===== config.mk =====
export PLATFORM = sky130hd
export DESIGN_NAME = stack_ctrl
export DESIGN_NICKNAME = d
export VERILOG_FILES = /design/src/rtl/stack_ctrl_pkg.sv /design/src/rtl/stack_mem_if.sv /design/src/rtl/stack_ctrl.sv
export SDC_FILE = /design/constraint.sdc
export NUM_CORES = 1
export LEC_CHECK = 0
export ABC_AREA = 1
export CAP_MARGIN = 20
export CORE_UTILIZATION = 40
export CTS_CLUSTER_SIZE = 28
export DETAILED_ROUTE_END_ITERATION = 8
export DONT_BUFFER_PORTS = 1
export HOLD_SLACK_MARGIN = 0.05
export SETUP_SLACK_MARGIN = 0.1
export SYNTH_ARGS = -nofsm -noshare
export SYNTH_HDL_FRONTEND = slang
export SYNTH_SLANG_ARGS = --single-unit
export TNS_END_PERCENT = 10

===== constraint.sdc =====
create_clock -name CLK -period 3.8 [get_ports CLK]
set_clock_uncertainty 0.05 [all_clocks]
set_input_delay 0.38 -clock CLK [delete_from_list [all_inputs] [get_ports CLK]]
set_output_delay 0.38 -clock CLK [all_outputs]
set_load 0.01 [all_outputs]

===== src/rtl/stack_ctrl_pkg.sv =====
// rtl/stack_ctrl_pkg.sv - shared encodings and defaults for the LIFO controller
package stack_ctrl_pkg;

  localparam int WIDTH_DEF = 4;
  localparam int DEPTH_DEF = 6;
  localparam int AW_DEF    = 3;

  typedef enum logic [1:0] {
    OP_PUSH = 2'b00,
    OP_POP  = 2'b01,
    OP_PEEK = 2'b10,
    OP_CLR  = 2'b11
  } op_e;

  typedef enum logic [1:0] {
    S_IDLE  = 2'b00,
    S_WRITE = 2'b01,
    S_READ  = 2'b10,
    S_RESP  = 2'b11
  } state_e;

  // A rejected command produces an error response and leaves stack and memory untouched.
  function automatic logic cmd_rejected(input op_e op, input logic full, input logic empty);
    return ((op == OP_PUSH) && full) ||
           (((op == OP_POP) || (op == OP_PEEK)) && empty);
  endfunction

endpackage


===== src/rtl/stack_mem_if.sv =====
// rtl/stack_mem_if.sv - falling-edge launch registers for the register-file memory pins
module stack_mem_if
  import stack_ctrl_pkg::*;
#(
  parameter int WIDTH = WIDTH_DEF,
  parameter int AW    = AW_DEF
) (
  input  logic             clk,
  input  logic             rst_n,
  input  logic             access_en,
  input  logic             access_wr,
  input  logic [AW-1:0]    access_adr,
  input  logic [WIDTH-1:0] access_di,
  output logic [AW-1:0]    adr,
  output logic             en,
  output logic             wr,
  output logic [WIDTH-1:0] di
);

  // The memory gates CLK with EN, so pins must settle before the high phase begins.
  always_ff @(negedge clk) begin
    if (!rst_n) begin
      adr <= '0;
      en  <= 1'b0;
      wr  <= 1'b0;
      di  <= '0;
    end else begin
      en <= access_en;
      wr <= access_en && access_wr;
      if (access_en) begin
        adr <= access_adr;
      end
      if (access_en && access_wr) begin
        di <= access_di;
      end
    end
  end

endmodule


===== src/rtl/stack_ctrl.sv =====
// rtl/stack_ctrl.sv - LIFO command controller in front of a small register-file memory
module stack_ctrl
  import stack_ctrl_pkg::*;
#(
  parameter int WIDTH = WIDTH_DEF,
  parameter int DEPTH = DEPTH_DEF,
  parameter int AW    = AW_DEF
) (
  input  logic             CLK,
  input  logic             RST_N,
  input  logic             CMD_VALID,
  output logic             CMD_READY,
  input  logic [1:0]       CMD_OP,
  input  logic [WIDTH-1:0] CMD_DATA,
  output logic             RSP_VALID,
  input  logic             RSP_READY,
  output logic [WIDTH-1:0] RSP_DATA,
  output logic             RSP_ERR,
  output logic             FULL,
  output logic             EMPTY,
  output logic [AW-1:0]    COUNT,
  output logic [AW-1:0]    MEM_ADR,
  output logic             MEM_EN,
  output logic             MEM_WR,
  output logic [WIDTH-1:0] MEM_DI,
  input  logic [WIDTH-1:0] MEM_DO
);

  localparam logic [AW-1:0] CNT_FULL = AW'(DEPTH);
  localparam logic [AW-1:0] CNT_ONE  = AW'(1);

  state_e           state;
  op_e              held_op;
  logic [WIDTH-1:0] held_data;
  logic [AW-1:0]    count;
  logic             rsp_valid;
  logic             rsp_err;
  logic [WIDTH-1:0] rsp_data;

  logic             access_en;
  logic             access_wr;
  logic [AW-1:0]    access_adr;
  op_e              cmd_op;

  assign cmd_op    = op_e'(CMD_OP);
  assign FULL      = (count == CNT_FULL);
  assign EMPTY     = (count == '0);
  assign COUNT     = count;
  assign CMD_READY = RST_N && (state == S_IDLE);
  assign RSP_VALID = rsp_valid;
  assign RSP_DATA  = rsp_data;
  assign RSP_ERR   = rsp_err;

  always_ff @(posedge CLK) begin
    if (!RST_N) begin
      state     <= S_IDLE;
      held_op   <= OP_PUSH;
      held_data <= '0;
      count     <= '0;
      rsp_valid <= 1'b0;
      rsp_err   <= 1'b0;
      rsp_data  <= '0;
    end else begin
      case (state)
        S_IDLE: begin
          if (CMD_VALID) begin
            held_op   <= cmd_op;
            held_data <= CMD_DATA;
            rsp_data  <= '0;
            rsp_err   <= 1'b0;
            if (cmd_rejected(cmd_op, FULL, EMPTY)) begin
              rsp_err   <= 1'b1;
              rsp_valid <= 1'b1;
              state     <= S_RESP;
            end else begin
              case (cmd_op)
                OP_PUSH: state <= S_WRITE;
                OP_POP,
                OP_PEEK: state <= S_READ;
                default: begin
                  count     <= '0;
                  rsp_valid <= 1'b1;
                  state     <= S_RESP;
                end
              endcase
            end
          end
        end
        S_WRITE: begin
          count     <= count + CNT_ONE;
          rsp_valid <= 1'b1;
          state     <= S_RESP;
        end
        S_READ: begin
          rsp_data <= MEM_DO;
          if (held_op == OP_POP) begin
            count <= count - CNT_ONE;
          end
          rsp_valid <= 1'b1;
          state     <= S_RESP;
        end
        default: begin
          if (RSP_READY) begin
            rsp_valid <= 1'b0;
            state     <= S_IDLE;
          end
        end
      endcase
    end
  end

  // Access request seen by the falling-edge launch registers; the top of stack sits at count-1.
  always_comb begin
    access_en  = 1'b0;
    access_wr  = 1'b0;
    access_adr = count;
    case (state)
      S_WRITE: begin
        access_en = 1'b1;
        access_wr = 1'b1;
      end
      S_READ: begin
        access_en  = 1'b1;
        access_adr = count - CNT_ONE;
      end
      default: begin
        access_en = 1'b0;
      end
    endcase
  end

  stack_mem_if #(
    .WIDTH(WIDTH),
    .AW   (AW)
  ) u_mem_if (
    .clk       (CLK),
    .rst_n     (RST_N),
    .access_en (access_en),
    .access_wr (access_wr),
    .access_adr(access_adr),
    .access_di (held_data),
    .adr       (MEM_ADR),
    .en        (MEM_EN),
    .wr        (MEM_WR),
    .di        (MEM_DI)
  );

endmodule


==> impl_metrics.json <==
{
  "status": "finished clean",
  "grt_max_degree": 19,
  "synth_nets": 208,
  "fin_setup_tns_ns": 0,
  "nets": 217,
  "start_kind": "flip-flop",
  "grt_pass1_wl_um": 4630,
  "die_w_um": 61.3,
  "tightest_slew_ns": 0.580,
  "grt_pass1_vias": 1047,
  "grt_usage": 0.169,
  "start_util": 0.419,
  "cts_tree": "built",
  "num-fill-cells": 379,
  "clk_path_buf_depth": 2,
  "h-tree-depth": 1,
  "fin_total_pwr_mw": 1.29,
  "die_area_um2": 3760,
  "cts_buffers": 3,
  "place.port_buffers": 0,
  "drtPass1Iterations": 4,
  "syn_area_um2": 1410,
  "rr_endpoint": "u_mem_if.adr[1]$_SDFFE_NN0P_",
  "route.detailed.drc": 0,
  "critPathMaxFanout": 5,
  "hold_buffers": 0,
  "p_int_mw": 0.646,
  "vias_per_cell": 4.71,
  "p_switching_mw": 0.643,
  "pre_cts_slack_ns": 0.498,
  "rrSetupSlack_ns": 0.51,
  "fp-row-count": 21,
  "syn_inst": 181,
  "leakagePower_nw": 0.740,
  "ctsResizeCount": 0,
  "ant_nets": 0,
  "hold_viol": 0,
  "routed_wl_um": 2850,
  "hpwl_um": 2270,
  "multiInputGateArea_um2": 739,
  "worst_slack_ns": 0.506,
  "core_um2": 3360,
  "power_frac_seq": 0.358,
  "holdCritStartpoint": "RST_N",
  "wl_per_cell_um": 12.1,
  "met1_length_um": 1330,
  "slew_headroom": 0.613,
  "ios": 35,
  "worstRegToRegCells": 7,
  "post_synth_num_cell_types": 20,
  "antenna_found_initial": 0,
  "cp-end-kind": "flip-flop",
  "post_cts_buffers": 0,
  "p_sw_frac": 0.499,
  "seq_area_um2": 520,
  "combPwrFrac": 0.520,
  "required_ns": 2.12,
  "die_h_um": 61.3,
  "drv_cap": 0,
  "r2r_start": "COUNT[0]$_SDFFE_PN0P_",
  "synth.yosys.warnings": 0,
  "setup-violations-final": 0,
  "hp-class": "in2reg",
  "crit_type": "reg2reg",
  "avgSynthCellArea_um2": 7.78,
  "drtIter0Drc": 61,
  "rsz0062_at_grt": "no",
  "seq_area_frac_synth": 0.369,
  "cts_sinks": 26,
  "ys_seq_elements": 26,
  "route.met2.wl_um": 1350,
  "drive_gt1_frac": 0.185,
  "whs_path_depth": 2,
  "power.share.clock": 0.122,
  "irDropWorstVdd_mv": 0.287,
  "crit_arrival_ns": 1.61,
  "highest_layer": "met4",
  "slew_viol_final": 0,
  "diodes": 0,
  "met3_wirelength_um": 137,
  "grt-ovfl-total": 0,
  "clkTransAtPathRegs_ns": 0.14,
  "clock_latency_ns": 0.32,
  "worstHoldEndpoint": "RSP_VALID$_SDFFE_PN0P_",
  "vias": 1107,
  "cts-root-buf": "clkbuf_4",
  "gp_congestion": 0.842,
  "area_growth_pct": 5.95,
  "p_per_area_nw_per_um2": 863
}
synthesized netlist by cell type (all sizes together):
cell    count  area, um2
clkbuf      2       10.0
dfxtp      26        521
nand2      32        170
buf         3       27.5
ha         13        163
nor2       30        130
a21oi      21        124
inv        29        111
nand3       4       40.0
o21ai      21        113
metrics by stage:
step / cell area, um2 / instances / hold WS (ns) / util
2_1_floorplan: 1410 / 181 / 0.397 / -
6_report: 1490 / 235 / 0.121 / 0.444
3_3_place_gp: 1440 / 223 / 0.407 / 0.427
3_5_place_dp: 1440 / 223 / 0.417 / 0.427
4_1_cts: 1490 / 235 / 0.112 / 0.444
5_1_grt: 1490 / 235 / 0.103 / 0.444
state kept, by name, indices dropped and copies added (netlist names):
name / flops
RSP_VALID: 1
u_mem_if.wr: 1
COUNT: 3
state: 2
held_op: 2
u_mem_if.adr: 3
u_mem_if.di: 4
u_mem_if.en: 1
RSP_ERR: 1
RSP_DATA: 4
held_data: 4
cell usage in the layout, fill, tap and decap left out, types with 5 or more instances in the layout:
master,count
a21oi_1,16
nand2_4,6
dfxtp_1,26
nor2_1,27
inv_1,29
ha_1,13
o21ai_0,17
inv_2,8
a21oi_2,5
nand2_1,24
worst max-delay path, stage by stage, from the launching register on:
cell     delay [ns]
dfxtp_1        0.47
inv_1          0.13
ha_1           0.30
inv_1          0.05
nand2_1        0.06
o21ai_0        0.07
o21ai_0        0.16
inv_1          0.05
routing by layer:
| layer | track usage | vias to the layer above |
|---|---|---|
| met3 | 0.0462 | 4 |
| met4 | 0.0476 | 0 |
| met1 | 0.211 | 505 |
| met5 | 0 | - |
| li1 | - | 579 |
| met2 | 0.286 | 19 |
cell type report:
| cell class | instances | share of cell area |
|---|---|---|
| multi-input cells | 121 | 0.495 |
| well taps | 46 | 0.0386 |
| repair buffers | 1 | 0.00503 |
| clock buffers | 3 | 0.0151 |
| inverters | 28 | 0.0721 |
| flip-flops and latches | 26 | 0.349 |
| clock inverters | 10 | 0.0251 |
cell families (layout without fill, tap and decap cells):
family                     Yosys count  after routing  share of synthesized area
AOI/OAI and AO/OA                   42             42                      0.168
adders and majority gates           13             13                      0.115
buffers and inverters               34             42                      0.106
DFF                                 26             26                      0.369
and+or+nand+nor                     66             66                      0.242
how the worst max path moves through the flow:
stage / to / start / depth (start not counted)
after floorplan: u_mem_if.adr[1]$_SDFFE_NN0P_ / COUNT[0]$_SDFFE_PN0P_ / 7
after global placement: u_mem_if.adr[1]$_SDFFE_NN0P_ / COUNT[0]$_SDFFE_PN0P_ / 7
after detailed placement: u_mem_if.adr[1]$_SDFFE_NN0P_ / COUNT[0]$_SDFFE_PN0P_ / 7
after CTS: u_mem_if.adr[1]$_SDFFE_NN0P_ / COUNT[0]$_SDFFE_PN0P_ / 7
after global routing: u_mem_if.adr[1]$_SDFFE_NN0P_ / COUNT[0]$_SDFFE_PN0P_ / 7
final: u_mem_if.adr[1]$_SDFFE_NN0P_ / COUNT[0]$_SDFFE_PN0P_ / 7
power by group through the flow:
stage | combinational, mW | sequential [mW] | clock, mW
floorplan | 0.575 | 0.451 | 0.0162
global placement | 0.644 | 0.466 | 0.0162
detailed placement | 0.666 | 0.469 | 0.0162
CTS | 0.668 | 0.464 | 0.161
global route | 0.753 | 0.475 | 0.185
finish | 0.670 | 0.462 | 0.157
Power figures use the tool's default switching activity.
